[src/rtl/writeback_load_unit.sv]
// Purpose: writeback consumer of load responses; tracks one outstanding load and merges ALU results via a one-entry hold buffer.
// Latency: register-file write one cycle after a matching load response or an accepted ALU result (issue N, valid N+1, write N+2 minimum).
// Backpressure: stall holds upstream while a load is in flight and unmatched; alu_ready drops while the hold buffer is occupied.
//
// Ports:
//   clock, reset         - rising-edge clock, asynchronous active-low reset
//   issue_*              - load accepted by the memory unit (address, funct3, destination)
//   alu_valid/rd/result  - non-load result offered for writeback; alu_ready accepts it
//   data_addr/load_data  - returned word and its word-aligned address, qualified by valid
//   report               - debug display enable (no effect on datapath)
//   write_*              - registered register-file write port
//   stall, load_pending  - pipeline hold and outstanding-load indication
//   error                - sticky alignment / illegal-funct3 / protocol error
module writeback_load_unit #(
  parameter int CORE         = 0,
  parameter int DATA_WIDTH   = 32,
  parameter int ADDRESS_BITS = 20
) (
  input  logic                    clock,
  input  logic                    reset,
  input  logic                    issue_load,
  input  logic [ADDRESS_BITS-1:0] issue_address,
  input  logic [2:0]              issue_funct3,
  input  logic [4:0]              issue_rd,
  input  logic                    alu_valid,
  input  logic [4:0]              alu_rd,
  input  logic [DATA_WIDTH-1:0]   alu_result,
  input  logic [ADDRESS_BITS-1:0] data_addr,
  input  logic [DATA_WIDTH-1:0]   load_data,
  input  logic                    valid,
  input  logic                    report,
  output logic                    write_enable,
  output logic [4:0]              write_sel,
  output logic [DATA_WIDTH-1:0]   write_data,
  output logic                    stall,
  output logic                    alu_ready,
  output logic                    load_pending,
  output logic                    error
);

  localparam logic [0:0] IDLE = 1'b0;
  localparam logic [0:0] WAIT = 1'b1;

  // Debug display hook has no hardware meaning; keep the port and index without logic.
  localparam int unused_core = CORE;
  logic unused_report;
  assign unused_report = report;

  logic [0:0]              state;
  logic [ADDRESS_BITS-1:0] cap_addr;
  logic [2:0]              cap_funct3;
  logic [4:0]              cap_rd;

  logic                    hold_vld;
  logic [4:0]              hold_rd;
  logic [DATA_WIDTH-1:0]   hold_dat;

  logic                    match;
  logic                    issue_legal;
  logic                    issue_aligned;
  logic                    issue_ok;
  logic                    alu_accept;
  logic [7:0]              lane_b;
  logic [15:0]             lane_h;
  logic                    sign_ext;
  logic [DATA_WIDTH-1:0]   load_val;

  assign load_pending = (state == WAIT);
  assign alu_ready    = ~hold_vld;
  assign alu_accept   = alu_valid & alu_ready;

  // Returned words are word aligned, so compare against the captured address with its byte offset cleared.
  assign match = load_pending & valid &
                 (data_addr == {cap_addr[ADDRESS_BITS-1:2], 2'b00});
  assign stall = load_pending & ~match;

  assign issue_legal = (issue_funct3 == 3'b000) || (issue_funct3 == 3'b001) ||
                       (issue_funct3 == 3'b010) || (issue_funct3 == 3'b100) ||
                       (issue_funct3 == 3'b101);
  // funct3[1:0]==01 covers LH and LHU; 010 is LW.
  assign issue_aligned = !((issue_funct3[1:0] == 2'b01) && issue_address[0]) &&
                         !((issue_funct3 == 3'b010) && (issue_address[1:0] != 2'b00));
  assign issue_ok = issue_legal & issue_aligned;

  // Lane extraction and extension from the captured request.
  always_comb begin
    lane_b = 8'h00;
    case (cap_addr[1:0])
      2'b00:   lane_b = load_data[7:0];
      2'b01:   lane_b = load_data[15:8];
      2'b10:   lane_b = load_data[23:16];
      default: lane_b = load_data[31:24];
    endcase
    lane_h   = cap_addr[1] ? load_data[31:16] : load_data[15:0];
    sign_ext = ~cap_funct3[2];
    load_val = load_data;
    case (cap_funct3[1:0])
      2'b00:   load_val = {{(DATA_WIDTH-8){sign_ext & lane_b[7]}}, lane_b};
      2'b01:   load_val = {{(DATA_WIDTH-16){sign_ext & lane_h[15]}}, lane_h};
      default: load_val = load_data;
    endcase
  end

  always_ff @(posedge clock or negedge reset) begin
    if (!reset) begin
      state        <= IDLE;
      cap_addr     <= '0;
      cap_funct3   <= 3'b000;
      cap_rd       <= 5'd0;
      hold_vld     <= 1'b0;
      hold_rd      <= 5'd0;
      hold_dat     <= '0;
      write_enable <= 1'b0;
      write_sel    <= 5'd0;
      write_data   <= '0;
      error        <= 1'b0;
    end else begin
      // Writeback arbitration: load match, then held ALU entry, then direct ALU.
      write_enable <= 1'b0;
      if (match) begin
        write_enable <= (cap_rd != 5'd0);
        write_sel    <= cap_rd;
        write_data   <= load_val;
        if (alu_accept) begin
          hold_vld <= 1'b1;
          hold_rd  <= alu_rd;
          hold_dat <= alu_result;
        end
      end else if (hold_vld) begin
        // alu_ready is low here, so no newer result can overtake the held one.
        write_enable <= 1'b1;
        write_sel    <= hold_rd;
        write_data   <= hold_dat;
        hold_vld     <= 1'b0;
      end else if (alu_accept) begin
        write_enable <= 1'b1;
        write_sel    <= alu_rd;
        write_data   <= alu_result;
      end

      // Request tracking: a new issue is only acceptable when nothing is outstanding
      // or the outstanding load completes in this same cycle.
      if (issue_load && (state == IDLE || match)) begin
        if (issue_ok) begin
          state      <= WAIT;
          cap_addr   <= issue_address;
          cap_funct3 <= issue_funct3;
          cap_rd     <= issue_rd;
        end else begin
          state <= IDLE;
          error <= 1'b1;
        end
      end else if (issue_load) begin
        error <= 1'b1;
      end else if (match) begin
        state <= IDLE;
      end
    end
  end

endmodule

[config.mk]
export PLATFORM = sky130hd
export DESIGN_NAME = writeback_load_unit
export DESIGN_NICKNAME = d
export VERILOG_FILES = /design/src/rtl/writeback_load_unit.sv
export SDC_FILE = /design/constraint.sdc
export NUM_CORES = 1
export LEC_CHECK = 0
export ABC_AREA = 1
export CAP_MARGIN = 40
export CORE_MARGIN = 3
export CORE_UTILIZATION = 49
export CTS_CLUSTER_DIAMETER = 50
export DETAILED_ROUTE_END_ITERATION = 12
export GPL_ROUTABILITY_DRIVEN = 1
export PLACE_DENSITY = 0.82
export SETUP_SLACK_MARGIN = 0.2
export SLEW_MARGIN = 20
export SYNTH_ARGS = -nofsm -noshare
export SYNTH_HDL_FRONTEND = slang
export SYNTH_SLANG_ARGS = --single-unit
[constraint.sdc]
create_clock -name clock -period 2 [get_ports clock]
set_clock_uncertainty 0.05 [all_clocks]
set_input_delay 0.5 -clock clock [delete_from_list [all_inputs] [get_ports clock]]
set_output_delay 0.5 -clock clock [all_outputs]
set_load 0.1 [all_outputs]
Word level (Yosys, flattened, before mapping)

Cells that the tools add are included.

Word-level logic and storage cells: 78
Memory bits (read-only): 0
Input bits: 123
Register bits after elaboration: 106
Memories kept: 0
Bits in writable memories: 0
Output and inout bits: 42
Latch bits: 0

Divide/modulo/power cells: 0
Multipliers: 0
Add/sub/neg operators: 0
Mux-type cells: 21
Bitwise operators: 11
Shifts and indexed selects: 0
Eq/ne operators: 12
Reduce and logical (&&, ||, !) cells: 23
$lt $le $gt $ge: 0

Operators by type and width:

| operator           | count |
|---|---|
| $mux 32            | 3 |
| $pmux 32 s2        | 1 |
| $pmux 8 s3         | 1 |
| $eq 20x20->1       | 1 |
| $mux 16            | 1 |
| $mux 5             | 3 |
| $mux 1             | 12 |
| $reduce_and 2->1   | 4 |
| $and 1x1->1        | 7 |
| $eq 2x1->1 const B | 3 |
| $eq 3x3->1 const B | 2 |
| $reduce_bool 2->1  | 3 |
| $logic_or 1x1->1   | 5 |
| $reduce_bool 5->1  | 1 |
| $logic_and 1x1->1  | 4 |
| $logic_not 2->1    | 2 |
| $ne 2x1->1 const B | 2 |
| $not 1->1          | 4 |
| $eq 3x1->1 const B | 1 |
| $eq 3x2->1 const B | 1 |
| $logic_not 3->1    | 1 |
| $reduce_bool 3->1  | 1 |
| $eq 2x2->1 const B | 1 |
| $logic_not 1->1    | 2 |
| $ne 2x2->1 const B | 1 |

Longest topological paths before layout

Depth in word-level cells: 8
Gate-level depth with buffers: 14

Worst setup path before layout

No wires, ideal clock.

Path type: register to output
Start point: reg state, in the netlist load_pending
End point: out stall
Stages on the path, launching flop included: 9
Buffers on the path: 1
Arrival: 2.163 ns
Path slack: -0.713 ns
Cells stage by stage: dfrtp_1 -> nand2_1 -> nor2_1 -> nand3_1 -> nor2_1 -> nand3_2 -> nand2_2 -> buf_2 -> inv_1

Word-level cells in the longest chain between the ends: 4

RTL lines:

| what                     | line | text |
|---|---|---|
| start, declared          | 49   | `logic [0:0] state;` |
| start signal, assigned   | 106  | `state <= IDLE;` |
| start signal, assigned   | 145  | `state <= WAIT;` |
| start signal, assigned   | 150  | `state <= IDLE;` |
| $and 1x1->1 (2 in a row) | 73   | `assign match = load_pending & valid &` |
| $not 1->1                | 75   | `assign stall = load_pending & ~match;` |
| $and 1x1->1 (*)          | 75   |  |
| end, declared            | 35   | `output logic stall,` |

Mark *: on every way between the ends. The rest lies on a longest branch, timed or not.

Worst setup path after layout

Start point: reg cap_addr[7]
End point: out stall

Word-level cells in the longest chain between the ends: 4

RTL lines:

| what                   | line | text |
|---|---|---|
| start, declared        | 50   | `logic [ADDRESS_BITS-1:0] cap_addr;` |
| start signal, assigned | 146  | `cap_addr <= issue_address;` |
| $eq 20x20->1           | 74   | `(data_addr == {cap_addr[ADDRESS_BITS-1:2], 2'b00});` |
| $and 1x1->1            | 73   |  |
| $not 1->1              | 75   |  |
| $and 1x1->1            | 75   |  |

No other way between the ends.

==> metrics <==
final instance area 10,180 sq um; Post-DRT Antenna Nets 0; hold slack -0.0001080 ns; r2r setup slk -0.34 ns; I/O pins ~170; commonest non-fill, non-tap cell in the layout nand2_1; Hold/Removal Path Class primary input to async pin; Iteration-0 DRC Markers 911; minimum clock period 2.390 ns; FF/Latch Area 2659 sq um; total wire length 25,720 microns; syn nets 960; Slew Limit Fails 0; final worst-path setup slack -0.3896 ns; crit-path max FO 3; core area between 10,000 and 15,000 sq um; Synth Cell Area approximately 6000 sq um; clock latency on the worst-skew pair 0.36 ns; Syn Area/Cell between 7 and 8 sq um; vias in the first global route 6,867; FF-to-FF Start cap_addr[13]; first-pass GRT wire length 34,870 microns; area of the multi-input gates roughly 3300 sq um; slowest CP cell dfrtp_1; final-layout fill cell count between 500 and 600; fraction of layout cells with a size suffix above 1 0.2654; via count 7,234; total clock buffers created by CTS 9; nets@finish 1,174; Worst Setup Start Kind flip-flop; Gate Count Post-Synth 837; #FFs+latches synth 106; DP Worst Slack -0.5818 ns; setup TNS -12.75 ns; CP max stage delay 0.40 ns; leak pwr 4.911 nW; Area Overhead vs Synth 68.44%; Peak VDD IR 649.7 uV; Seq/Total Area, Yosys 0.4387; average wire per standard cell 21.08 microns; Final Hold Fails 2; # hold bufs at CTS 0; Final Util 0.8659; Worst EP required 1.45 ns; CP cell instances nand2_1 -> inv_1 -> nor2_2 -> nor2_1 -> nand2_1 -> nor2_2 -> nand3_2 -> nand2_4 -> clkinvlp_4 -> buf_12; crit-path leading delay family simple AND/OR/NAND/NOR gates; post-route clock period utilization 1.195; max_slew headroom 0.6925; initial antenna violation count 0; Placed Area 8533 sq um; RSZ-0062 raised after global routing yes; CP Buf/Inv Count 3; Die Y-Extent approximately 120 microns; max cap viols 0; reg2reg end hold_dat[12]; mean number of vias per cell about 5.9; post-synthesis cell type count 28; detailed-router iteration count before antenna repair 5; CTS tree yes; yosys warns 0; status finished, violations left; pin count of the biggest net entering global routing between 40 and 50; die span in x 117.1 microns; global route overflow 0; failing checks negative hold slack, negative setup slack; GP Congestion roughly 0.87; CTS max path bufs 2; CTS Sinks 106; CP Capture Type output port; highest clock rate 0.4185 GHz; power per cell area approximately 850 nW/um^2; CP arrival 1.84 ns; # rows 39; Worst-path clk slew 0.07 ns; Initial Utilization 0.5141; DRC 0; I/O Buffers 163; die area 13,710 sq um; R2R cell count 16; Tot GR Track Use 0.3330; Setup-failing EPs final 85; most frequent cells in the layout 239 x nand2_1, 103 x dfrtp_1, 99 x clkdlybuf4s50_1; root buf cell clkbuf_16; WS Path Type flip-flop to output port; Worst Tran Pin Value 0.4595 ns; deepest level of the CTS H-tree 3; Pwr Total roughly 8.7 mW; hpwl dp 13,590 microns
-- what timing repair did --
| item | 4_1_cts | 5_1_grt |
|---|---|---|
| pin swaps | 29 | 19 |
| setup endpoints to repair | 107 | 107 |
| resized for setup | 139 | 108 |
| setup buffers | 18 | 6 |
| gates cloned | 16 | 5 |
-- report_power, final --
group,internal [mW],switching [mW],leakage [nW]
Sequential,2.48,0.377,1.21
Combinational,1.56,2.40,3.56
Clock,1.00,0.848,0.142
-- logic make-up (layout without fill, tap and decap cells) --
logic type,count (synthesis),after routing,share of synthesized area
buffers and inverters,157,375,0.1099
other,0,1,0
muxes,23,23,0.03808
and+or+nand+nor,421,421,0.2941
DFF,106,106,0.4387
xor gates and xnor gates,6,6,0.008692
AOI/OAI and AO/OA,124,124,0.1105
-- worst max path at each step --
stage / slack (ns) / end / start / cells past startpoint
global placement: -0.53 / stall / data_addr[3] / 11
global route: -0.53 / stall / cap_addr[7] / 10
CTS: -0.25 / stall / cap_addr[6] / 10
finish: -0.39 / stall / cap_addr[7] / 10
detailed placement: -0.58 / stall / data_addr[5] / 11
floorplan: -0.26 / stall / load_pending / 8
-- final cells by class --
cell class,instances,area share
multi-input cells,574,0.3252
repair buffers,253,0.3240
flip-flops and latches,106,0.2611
inverters,107,0.04042
clock buffers,11,0.02384
well taps,164,0.02015
clock inverters,4,0.005037
diodes,1,0.0002457
-- worst register-to-register path, delay by kind of cell, from the launching register on --
family,cells,cell delay (ns)
XOR/XNOR,1,0.21
AO/OA/AOI/OAI,1,0.06
flip-flops,1,0.41
AND/OR/NAND/NOR,4,0.51
buffers and inverters,10,1.05
-- per-layer routing --
metal,global-route usage,vias to the layer above,share of wire
met5,0,-,0
met4,0.1544,0,0.068
met3,0.07661,162,0.10
met2,0.5499,573,0.47
met1,0.4159,3373,0.36
li1,-,3126,-
-- state kept, by name (all words and copies together), names as in the netlist, 3 cells and up --
| name | cells |
|---|---|
| hold_dat | 32 |
| write_data | 32 |
| cap_addr | 20 |
| cap_rd | 5 |
| hold_rd | 5 |
| write_sel | 5 |
| cap_funct3 | 3 |
-- cells in the mapped netlist --
master,count,area [sq um]
mux2i_1,23,230.2
nand3_1,73,365.4
nand2_1,274,1028
nand2_2,1,6.260
clkinv_1,3,11.26
a22oi_1,7,52.55
buf_6,7,78.83
xnor2_1,6,52.55
buf_2,18,90.09
o22ai_1,2,12.51
nand4_1,30,187.7
o221ai_1,6,52.55
nand3b_1,3,22.52
nor2_2,1,6.260
o21ai_1,41,205.2
clkbuf_1,20,75.07
inv_1,103,386.6
inv_2,1,3.750
nor4_1,1,6.260
a21oi_1,11,55.05
o21ai_0,55,275.3
o21a_1,2,15.01
or2_2,1,6.260
dfrtp_1,106,2653
nor2_1,35,131.4
nand3_2,1,10.01
buf_1,5,18.77
or4_1,1,7.510
-- per-stage QoR --
| step | hold slack (ns) | std cells |
|---|---|---|
| floorplan | 0.1544 | 837 |
| global placement | 0.3793 | 1159 |
| detailed placement | 0.3847 | 1159 |
| CTS | 0.01330 | 1208 |
| global route | 0.01289 | 1219 |
| finish | -0.0001080 | 1220 |
No activity file was read; power rests on OpenSTA's default activity.
